[config.mk]
export PLATFORM = sky130hd
export DESIGN_NAME = clk_gen
export DESIGN_NICKNAME = d
export VERILOG_FILES = /design/src/rtl/clk_gen_pkg.sv /design/src/rtl/clk_gen_phase_acc.sv /design/src/rtl/clk_gen.sv
export SDC_FILE = /design/constraint.sdc
export NUM_CORES = 1
export LEC_CHECK = 0
export BUFFER_PORTS_ARGS = -buffer_cell sky130_fd_sc_hd__buf_2
export CAP_MARGIN = 20
export CORE_MARGIN = 2
export CORE_UTILIZATION = 35
export DETAILED_ROUTE_END_ITERATION = 8
export HOLD_SLACK_MARGIN = 0.1
export PLACE_DENSITY = 0.6
export SYNTH_ARGS = -nofsm -noshare
export SYNTH_HDL_FRONTEND = slang
export SYNTH_SLANG_ARGS = --single-unit
export TNS_END_PERCENT = 1
[constraint.sdc]
create_clock -name clk_i -period 2.9 [get_ports clk_i]
set_input_delay 0.58 -clock clk_i [delete_from_list [all_inputs] [get_ports clk_i]]
set_output_delay 0.58 -clock clk_i [all_outputs]
set_load 0.01 [all_outputs]
[src/rtl/clk_gen_pkg.sv]
// rtl/clk_gen_pkg.sv - shared width defaults and types for the clk_gen phase-accumulator clock generator
`timescale 1ns/1ps
package clk_gen_pkg;

    localparam int DEFAULT_SEL_WIDTH = 8;

    // One extra bit so that the increment freq_sel+1 always fits.
    typedef logic [DEFAULT_SEL_WIDTH:0] acc_t;

endpackage

[src/rtl/clk_gen_phase_acc.sv]
// rtl/clk_gen_phase_acc.sv - free-running modulo-2^WIDTH phase accumulator with hold and synchronous clear
`timescale 1ns/1ps
module clk_gen_phase_acc #(
    parameter int WIDTH = 9
) (
    input  logic             clk,
    input  logic             clr,
    input  logic             halt,
    input  logic [WIDTH-1:0] inc,
    output logic [WIDTH-1:0] acc
);

    // Clear beats halt so a stuck generator can always be re-phased.
    always_ff @(posedge clk) begin
        if (clr) begin
            acc <= '0;
        end else if (!halt) begin
            acc <= acc + inc;
        end
    end

endmodule

[src/rtl/clk_gen.sv]
// rtl/clk_gen.sv - DDS-style fractional clock generator, clk_o = MSB of a (SEL_WIDTH+1)-bit phase accumulator
`timescale 1ns/1ps
module clk_gen
    import clk_gen_pkg::*;
#(
    parameter int SEL_WIDTH = DEFAULT_SEL_WIDTH
) (
    input  logic                 clk_i,
    input  logic                 rst_i,
    input  logic [SEL_WIDTH-1:0] freq_sel,
    input  logic                 halt,
    output logic                 clk_o
);

    logic [SEL_WIDTH:0] inc;
    logic [SEL_WIDTH:0] acc;

    // Range 1..2^SEL_WIDTH: fits the accumulator width without overflow.
    assign inc = {1'b0, freq_sel} + {{SEL_WIDTH{1'b0}}, 1'b1};

    clk_gen_phase_acc #(
        .WIDTH (SEL_WIDTH + 1)
    ) u_acc (
        .clk  (clk_i),
        .clr  (rst_i),
        .halt (halt),
        .inc  (inc),
        .acc  (acc)
    );

    // Tapped straight from the register so clk_o carries no combinational glitches.
    assign clk_o = acc[SEL_WIDTH];

endmodule

[Word-level counts from Yosys, hierarchy flattened]
Index checks and enable logic that the tools add are counted.
Storage, ports and cells
  flip-flop bits (word level): 9
  input bits: 11
  output and inout bits: 1
Operators by class
  add/subtract/negate cells: 2
Operator list (number)
  $add A8 B1 Y9 const B: 1
  $add A9 B9 Y9: 1

[Depth between registers and ports, before layout]
Gate-level depths: netlist of run 1.
  word-level depth: 2
  gate-level depth with buffers: 8

[Hierarchy]
A second synthesis of run 1 with hierarchy kept.
Unflattened totals
  cell total of the unflattened synthesis: 100
  area total of the unflattened synthesis: 815.8 um^2
By module, submodules not included
  clk_gen_phase_acc: instances 1, cells an instance 82, area an instance 694.4 um^2, sequential area each 180.2 um^2
  clk_gen: instances 1, cells an instance 18, area an instance 121.4 um^2, sequential area each 0.0 um^2

[Worst setup path before layout of run 1]
No wires, ideal clock.
  path kind: input to register
  start point: input freq_sel[0]
  end point: register u_acc.acc[6]
  setup time: 127 ps
  arrival time: 1874 ps
  data required time: 2773 ps
  slack: 900 ps
  stages on the path: 8
  path buffers: 0
  path through: inv_1 > ha_1 > inv_1 > fa_1 > a21o_1 > a221oi_1 > or4_1 > o211ai_1
On the way
  longest elaborated chain between the ends: 2
RTL lines
  from (decl): line clk_gen.sv:10  | input logic [SEL_WIDTH-1:0] freq_sel,
  $add A8 B1 Y9: line clk_gen.sv:19  | assign inc = {1'b0, freq_sel} + {{SEL_WIDTH{1'b0}}, 1'b1};
  $add A9 B9 Y9: line clk_gen_phase_acc.sv:18  | acc <= acc + inc;
  to (signal assigned): line clk_gen_phase_acc.sv:18
  to (decl): line clk_gen_phase_acc.sv:10  | output logic [WIDTH-1:0] acc
Every way passes these cells.
A chain may end at the register's enable or synchronous reset.

[Worst setup path in the final report of run 1]
Ends and elaborated chain as after synthesis.

==> results of run 1 <==
==> power groups by stage <==
stage	registers (mW)	logic (mW)	clock network, mW
2_1_floorplan	0.152	0.117	0
3_5_place_dp	0.153	0.148	0
4_1_cts	0.150	0.148	0.107
3_3_place_gp	0.153	0.147	0
6_report	0.150	0.148	0.101
5_1_grt	0.153	0.169	0.111
==> cell usage in the layout (no fill, tap or decap), drive strengths merged <==
cell	Yosys	layout
a21o	3	3
o221ai	1	1
and2	1	1
o31ai	1	1
fa	1	1
o22ai	1	1
and3	1	1
o31a	1	1
a221o	1	1
nand2	6	6
mux2i	1	1
nor3b	1	1
inv	3	3
nor3	2	2
buf	1	11
or3b	1	1
ha	8	8
xnor2	1	1
a211o	2	2
xor2	1	1
o211ai	1	1
o21a	3	3
or4	2	2
nor2b	1	1
or2	1	1
a21oi	6	6
o211a	1	1
nor2	5	5
or3	1	1
dfxtp	9	9
o32ai	2	2
a221oi	2	2
clkbuf	1	4
==> worst paths after layout <==
check                            startpoint                         to  slack, ps  cells past startpoint
setup / recovery                freq_sel[0]  u_acc.acc[6]$_SDFFE_PP0N_        880                      9
hold / removal    u_acc.acc[4]$_SDFFE_PP0N_  u_acc.acc[4]$_SDFFE_PP0N_        480                      2
setup reg to reg  u_acc.acc[0]$_SDFFE_PP0N_  u_acc.acc[6]$_SDFFE_PP0N_        980                      8
hold reg to reg   u_acc.acc[4]$_SDFFE_PP0N_  u_acc.acc[4]$_SDFFE_PP0N_        480                      2
==> routing by layer <==
layer | wire, um | GRT usage, % | up-vias
met5 | 0 | 0 | -
met1 | 703 | 21.9 | 260
met2 | 545 | 18.4 | 8
met4 | 0 | 6.67 | 0
li1 | - | - | 305
met3 | 29 | 3.46 | 0
==> kinds of logic after synthesis <==
family,after synthesis,synth area share (%)
and+or+nand+nor,22,17.7
muxes,1,1.54
adders and majority gates,9,18.5
DFF,9,27.7
AOI/OAI and AO/OA,25,28.8
xor gates and xnor gates,2,2.69
buffers and inverters,5,3.08
==> area by class of cell <==
cell class / instances / share of cell area [%]
Multi-Input combinational cell: 59 / 59.7
Sequential cell: 9 / 23.9
Timing Repair Buffer: 11 / 7.30
Tap cell: 25 / 4.15
Clock buffer: 4 / 3.48
Inverter: 3 / 1.49
==> stage by stage <==
stage / instances / utilization [%] / power, mW / area (um2)
2_1_floorplan: 73 / - / 0.269 / 651
3_3_place_gp: 107 / 41.7 / 0.300 / 728
3_5_place_dp: 107 / 41.7 / 0.301 / 728
4_1_cts: 111 / 43.2 / 0.405 / 754
5_1_grt: 111 / 43.2 / 0.432 / 754
6_report: 111 / 43.2 / 0.400 / 754
==> critical path: stages <==
cell,delay (ps)
buf_2,90
inv_1,40
ha_1,150
inv_1,50
fa_1,390
a21o_1,230
a221oi_1,370
or4_1,170
o211ai_1,80
==> flow_metrics.tcl, run 1 <==
set metrics [dict create \
    cts_hold_buf 0 \
    grt_pass1_wl_mm 2.22 \
    setup_slack_ps 877 \
    p_comb_share_pct 37.1 \
    ys_seq_area_share_pct 27.7 \
    seqPwrFrac_pct 37.6 \
    pre_cts_ws_ps 628 \
    antenna_found_initial 0 \
    grt_max_degree 18 \
    cts_tree "yes" \
    htree_levels 1 \
    clockRootBuffer "clkbuf_4" \
    holdWs_ps 478 \
    port_buffers 11 \
    register_area_um2 180 \
    gp_congestion 0.725 \
    grt_pass1_vias 519 \
    path_class "input port to flop" \
    synth_area_leaders "dfxtp_1 28%, ha_1 15%, a21oi_1 4.6%" \
    drt-wirelength-per-cell_um 11.5 \
    p_int_mw 0.266 \
    area_delta_synth_final_pct 16.0 \
    drt-pass1-iter-count 2 \
    synth_warnings 0 \
    powerDensity_mw_per_mm2 530 \
    fin_crit_ps 2020 \
    largest_reg_flops 9 \
    finalHoldViolCount 0 \
    post-synth-top-count-cell "dfxtp_1" \
    maxCapViolCount 0 \
    clockPowerShare_pct 25.3 \
    switching_share_pct 33.5 \
    first_iter_violations 12 \
    post_cts_resized 0 \
    syn_inst 73 \
    final.setup.tns_ps 0 \
    ant_nets 0 \
    overflow 0 \
    ir_worst_vdd_mv 0.246 \
    nNetsFinal 107 \
    path_max_fanout 3 \
    worst_slew_pin_slew_ps 382 \
    die_area_mm2 0.00222 \
    endpoint_kind "flop" \
    setup_viol 0 \
    slew_viol_final 0 \
    n_fill_cell 178 \
    regMostFlops "u_acc.acc" \
    hold_path.class "flop to flop" \
    drive_gt1_share_pct 20.9 \
    core_mm2 0.00175 \
    skew_ps 2.54 \
    netlist.area_leader.share_pct 27.7 \
    netlist_area_um2 651 \
    multiInputGateArea_um2 450 \
    netlist_top_cells_count "9 x dfxtp_1, 8 x ha_1, 6 x a21oi_1, 6 x nand2_1, 5 x nor2_1" \
    routed_wl_mm 1.28 \
    synthArstFlopShare_pct 0 \
    gr-usage-all-layers_pct 14.3 \
    clk_path_buf_depth 2 \
    cts_setup_buffers 0 \
    vias_per_cell 5.16 \
    cp.arrival_ps 2160 \
    switchingPower_mw 0.134 \
    ys_ff_latch 9 \
    dp_hpwl_um 979 \
    fin_crit_sh_pct 69.7 \
    die_x_um 47.1 \
    syn-num-nets 93 \
    fmax_ghz 0.494 \
    synth_edf_count 0 \
    drc 0 \
    clk_pin_slew_worst_paths_ps 70 \
    grt_setup_unrepaired "false" \
    cts_made_buffers 3 \
    clkLatencyLatePin_ps 260 \
    start_util_pct 37.3 \
    row_count 15 \
    ys_types 34 \
    vias 573 \
    die_h_um 47.1 \
    synth_largest_area_cell "dfxtp_1" \
    avgSynthCellArea_um2 8.91 \
    cts_sinks 9 \
    boundaryPins 12 \
    run_status "complete, no violations" \
    cp_data_required_time_ps 3040 \
    cp-start-kind "input port" \
    synth-main-ff-cell "dfxtp_1" \
    slew_headroom_pct 74.6 \
    top_regs "u_acc.acc: 9 flops" \
    antenna_cells 0 \
    p_leak_nw 0.352 \
]
No activity file was read; power rests on OpenSTA's default activity.
==> run 2, diff against run 1 <==
--- a/config.mk
+++ b/config.mk
@@ -5,13 +5,14 @@
 export SDC_FILE = /design/constraint.sdc
 export NUM_CORES = 1
 export LEC_CHECK = 0
+export ABC_AREA = 1
 export BUFFER_PORTS_ARGS = -buffer_cell sky130_fd_sc_hd__buf_2
 export CAP_MARGIN = 20
 export CORE_MARGIN = 2
 export CORE_UTILIZATION = 35
 export DETAILED_ROUTE_END_ITERATION = 8
 export HOLD_SLACK_MARGIN = 0.1
-export PLACE_DENSITY = 0.6
+export PLACE_DENSITY = 0.62
 export SYNTH_ARGS = -nofsm -noshare
 export SYNTH_HDL_FRONTEND = slang
 export SYNTH_SLANG_ARGS = --single-unit
==> constraint.sdc (replaced) <==
create_clock -name clk_i -period 1.8 [get_ports clk_i]
set_input_delay 0.36 -clock clk_i [delete_from_list [all_inputs] [get_ports clk_i]]
set_output_delay 0.36 -clock clk_i [all_outputs]
set_load 0.01 [all_outputs]
==> flow_metrics.tcl, run 2 <==
set metrics [dict create \
    clk_pin_slew_worst_paths_ps 70 \
    row_count 16 \
    timing.rr.end "u_acc.acc[6]$_SDFFE_PP0N_" \
    cp_slowest_cell "fa_1" \
    final.setup.tns_ps 0 \
    grt_pass1_vias 683 \
    gp_congestion 0.768 \
    die_h_um 49.4 \
    cts_setup_buffers 0 \
    cts_hold_buf 0 \
    antenna_cells 0 \
    gr-usage-all-layers_pct 13.6 \
    syn_inst 109 \
    ir_worst_vdd_mv 0.408 \
    cts_sinks 9 \
    r2r_cells 12 \
    slew_headroom_pct 85.1 \
    cp_cell_sequence "inv_1, ha_1, inv_2, fa_1, nand2_1, nand2_1, nand3b_4, nand2_1, nand2_1, nand3_1, nand2_1, inv_1" \
    ys_ff_latch 9 \
    worst_slew_pin_slew_ps 224 \
    largest_reg_flops 9 \
    post-synth-top-count-cell "nand2_1" \
    core_mm2 0.00196 \
    path_class "flop to flop" \
    regMostFlops "u_acc.acc" \
    netlist_area_um2 722 \
    layout_commonest_cell "nand2_1" \
    cp_data_required_time_ps 1970 \
    synth_compound_area_share_pct 6.93 \
    cts_made_buffers 3 \
    area_delta_synth_final_pct 15.3 \
    fin_crit_sh_pct 88.4 \
    utilization_pct 42.4 \
    worstSetupStartpoint "u_acc.acc[0]$_SDFFE_PP0N_" \
    power.total_mw 0.642 \
    multiInputGateArea_um2 464 \
    synth-main-ff-cell "dfxtp_1" \
    path_max_fanout 3 \
    slowest_delay_ps 390 \
    avgSynthCellArea_um2 6.62 \
    fin_cells 150 \
    synth_top_family_by_area "simple AND/OR/NAND/NOR gates" \
    cp.arrival_ps 1760 \
    n_fill_cell 227 \
    setup_viol 0 \
    synth_largest_area_cell "dfxtp_1" \
    routed_wl_mm 1.43 \
    syn-num-nets 129 \
    vias 667 \
    nNetsFinal 144 \
    ant_nets 0 \
    synth_warnings 0 \
    p_leak_nw 0.493 \
    hold_end "u_acc.acc[3]$_SDFFE_PP0N_" \
    endpoint_kind "flop" \
    slew_viol_final 0 \
    port_buffers 11 \
    dp_hpwl_mm 1.12 \
    overflow 0 \
    drive_gt1_share_pct 17.9 \
    cp-start-kind "flop" \
    htree_levels 1 \
    boundaryPins 12 \
    clockRootBuffer "clkbuf_4" \
    grt_setup_unrepaired "false" \
    register_area_um2 180 \
    maxCapViolCount 0 \
    die_x_um 49.4 \
    yosys.area_share.adder_pct 16.6 \
    drc 0 \
    antenna_found_initial 0 \
    grt_max_degree 14 \
    crit_top_cell "nand2_1" \
    synth_edf_count 0 \
    fmax_ghz 0.628 \
    ys_seq_area_share_pct 25.0 \
    cts_tree "yes" \
    vias_per_cell 4.45 \
    skew_ps 1.09 \
    synth-simple-area-share_pct 37.1 \
    hold_path.class "input port to flop" \
    post_cts_resized 0 \
    yosys.area_share.xor_xnor_pct 3.64 \
    netlist.area_leader.share_pct 25.0 \
    min-delay-start "halt" \
    ys_types 22 \
    r2r_slack_ps 210 \
    synthMuxAreaShare_pct 0 \
    finalHoldViolCount 0 \
    drt-pass1-iter-count 5 \
    synth_area_leaders "dfxtp_1 25%, ha_1 14%, nand2_1 13%" \
    fin_crit_ps 1590 \
    top_regs "u_acc.acc: 9 flops" \
    netlist_top_cells_count "25 x nand2_1, 18 x nor2_1, 16 x inv_1" \
    reg2reg_from "u_acc.acc[0]$_SDFFE_PP0N_" \
    hold_depth 3 \
    first_iter_violations 9 \
    powerDensity_mw_per_mm2 772 \
    start_util_pct 36.8 \
    layout.cells.most_common_list "25 x nand2_1, 18 x nor2_1, 16 x inv_1" \
    clkLatencyLatePin_ps 260 \
    grt_pass1_wl_mm 2.59 \
    die_area_mm2 0.00244 \
    dp.cells 146 \
    clk_path_buf_depth 2 \
    synthArstFlopShare_pct 0 \
    run_status "complete, no violations" \
    drt-wirelength-per-cell_um 9.53 \
]
run 2: cell types whose count changed after synthesis, moves of 3 or more:
cell	before	now
nand3_1	0	7
inv_1	3	16
nand2_1	6	25
nor2_1	5	18
o21a_1	3	0
o21ai_0	0	3
run 2: worst max-delay path by stage:
| stage | endpoint | slack (ps) | cells after the start |
|---|---|---|---|
| floorplan | u_acc.acc[6]$_SDFFE_PP0N_ | 230 | 12 |
| global placement | u_acc.acc[6]$_SDFFE_PP0N_ | 40 | 13 |
| detailed placement | u_acc.acc[6]$_SDFFE_PP0N_ | 40 | 13 |
| CTS | u_acc.acc[6]$_SDFFE_PP0N_ | 200 | 12 |
| global route | u_acc.acc[6]$_SDFFE_PP0N_ | 50 | 12 |
| finish | u_acc.acc[6]$_SDFFE_PP0N_ | 210 | 12 |
run 2: report_power, final:
group	leakage [nW]	total [mW]	internal (mW)	switching, mW
combinational	0.403	0.243	0.107	0.136
sequential	0.0747	0.234	0.221	0.0126
clock	0.0150	0.165	0.0857	0.0797
total	0.493	0.642	0.413	0.229
run 2: metal layers:
| metal | wire, um | GRT usage (%) |
|---|---|---|
| met2 | 701 | 24.8 |
| met4 | 20 | 8.80 |
| met3 | 33 | 2.15 |
| met5 | 0 | 0 |
| met1 | 673 | 14.4 |
run 2: area by class of cell:
| class | count | share of cell area (%) |
|---|---|---|
| inverters | 19 | 8.72 |
| repair buffers | 11 | 6.62 |
| clock buffers | 4 | 3.16 |
| flip-flops and latches | 9 | 21.7 |
| well taps | 27 | 4.06 |
| multi-input cells | 80 | 55.8 |
run 2: cell families after synthesis:
logic type	after synthesis
and+or+nand+nor	58
buffers and inverters	20
AOI/OAI and AO/OA	10
adders and majority gates	9
DFF	9
xor gates and xnor gates	3
run 2: worst max-delay path: cells and delay by family (launching register included):
family	cells	cell delay [ps]
adders and majority gates	2	530
and+or+nand+nor	7	530
DFF	1	310
buffers and inverters	3	120
run 2: per-stage QoR:
stage	setup WS, ps	area (um2)	hold slack, ps
2_1_floorplan	226	722	471
3_3_place_gp	38.0	806	508
3_5_place_dp	40.2	806	522
4_1_cts	205	832	371
5_1_grt	53.3	832	399
6_report	208	832	370
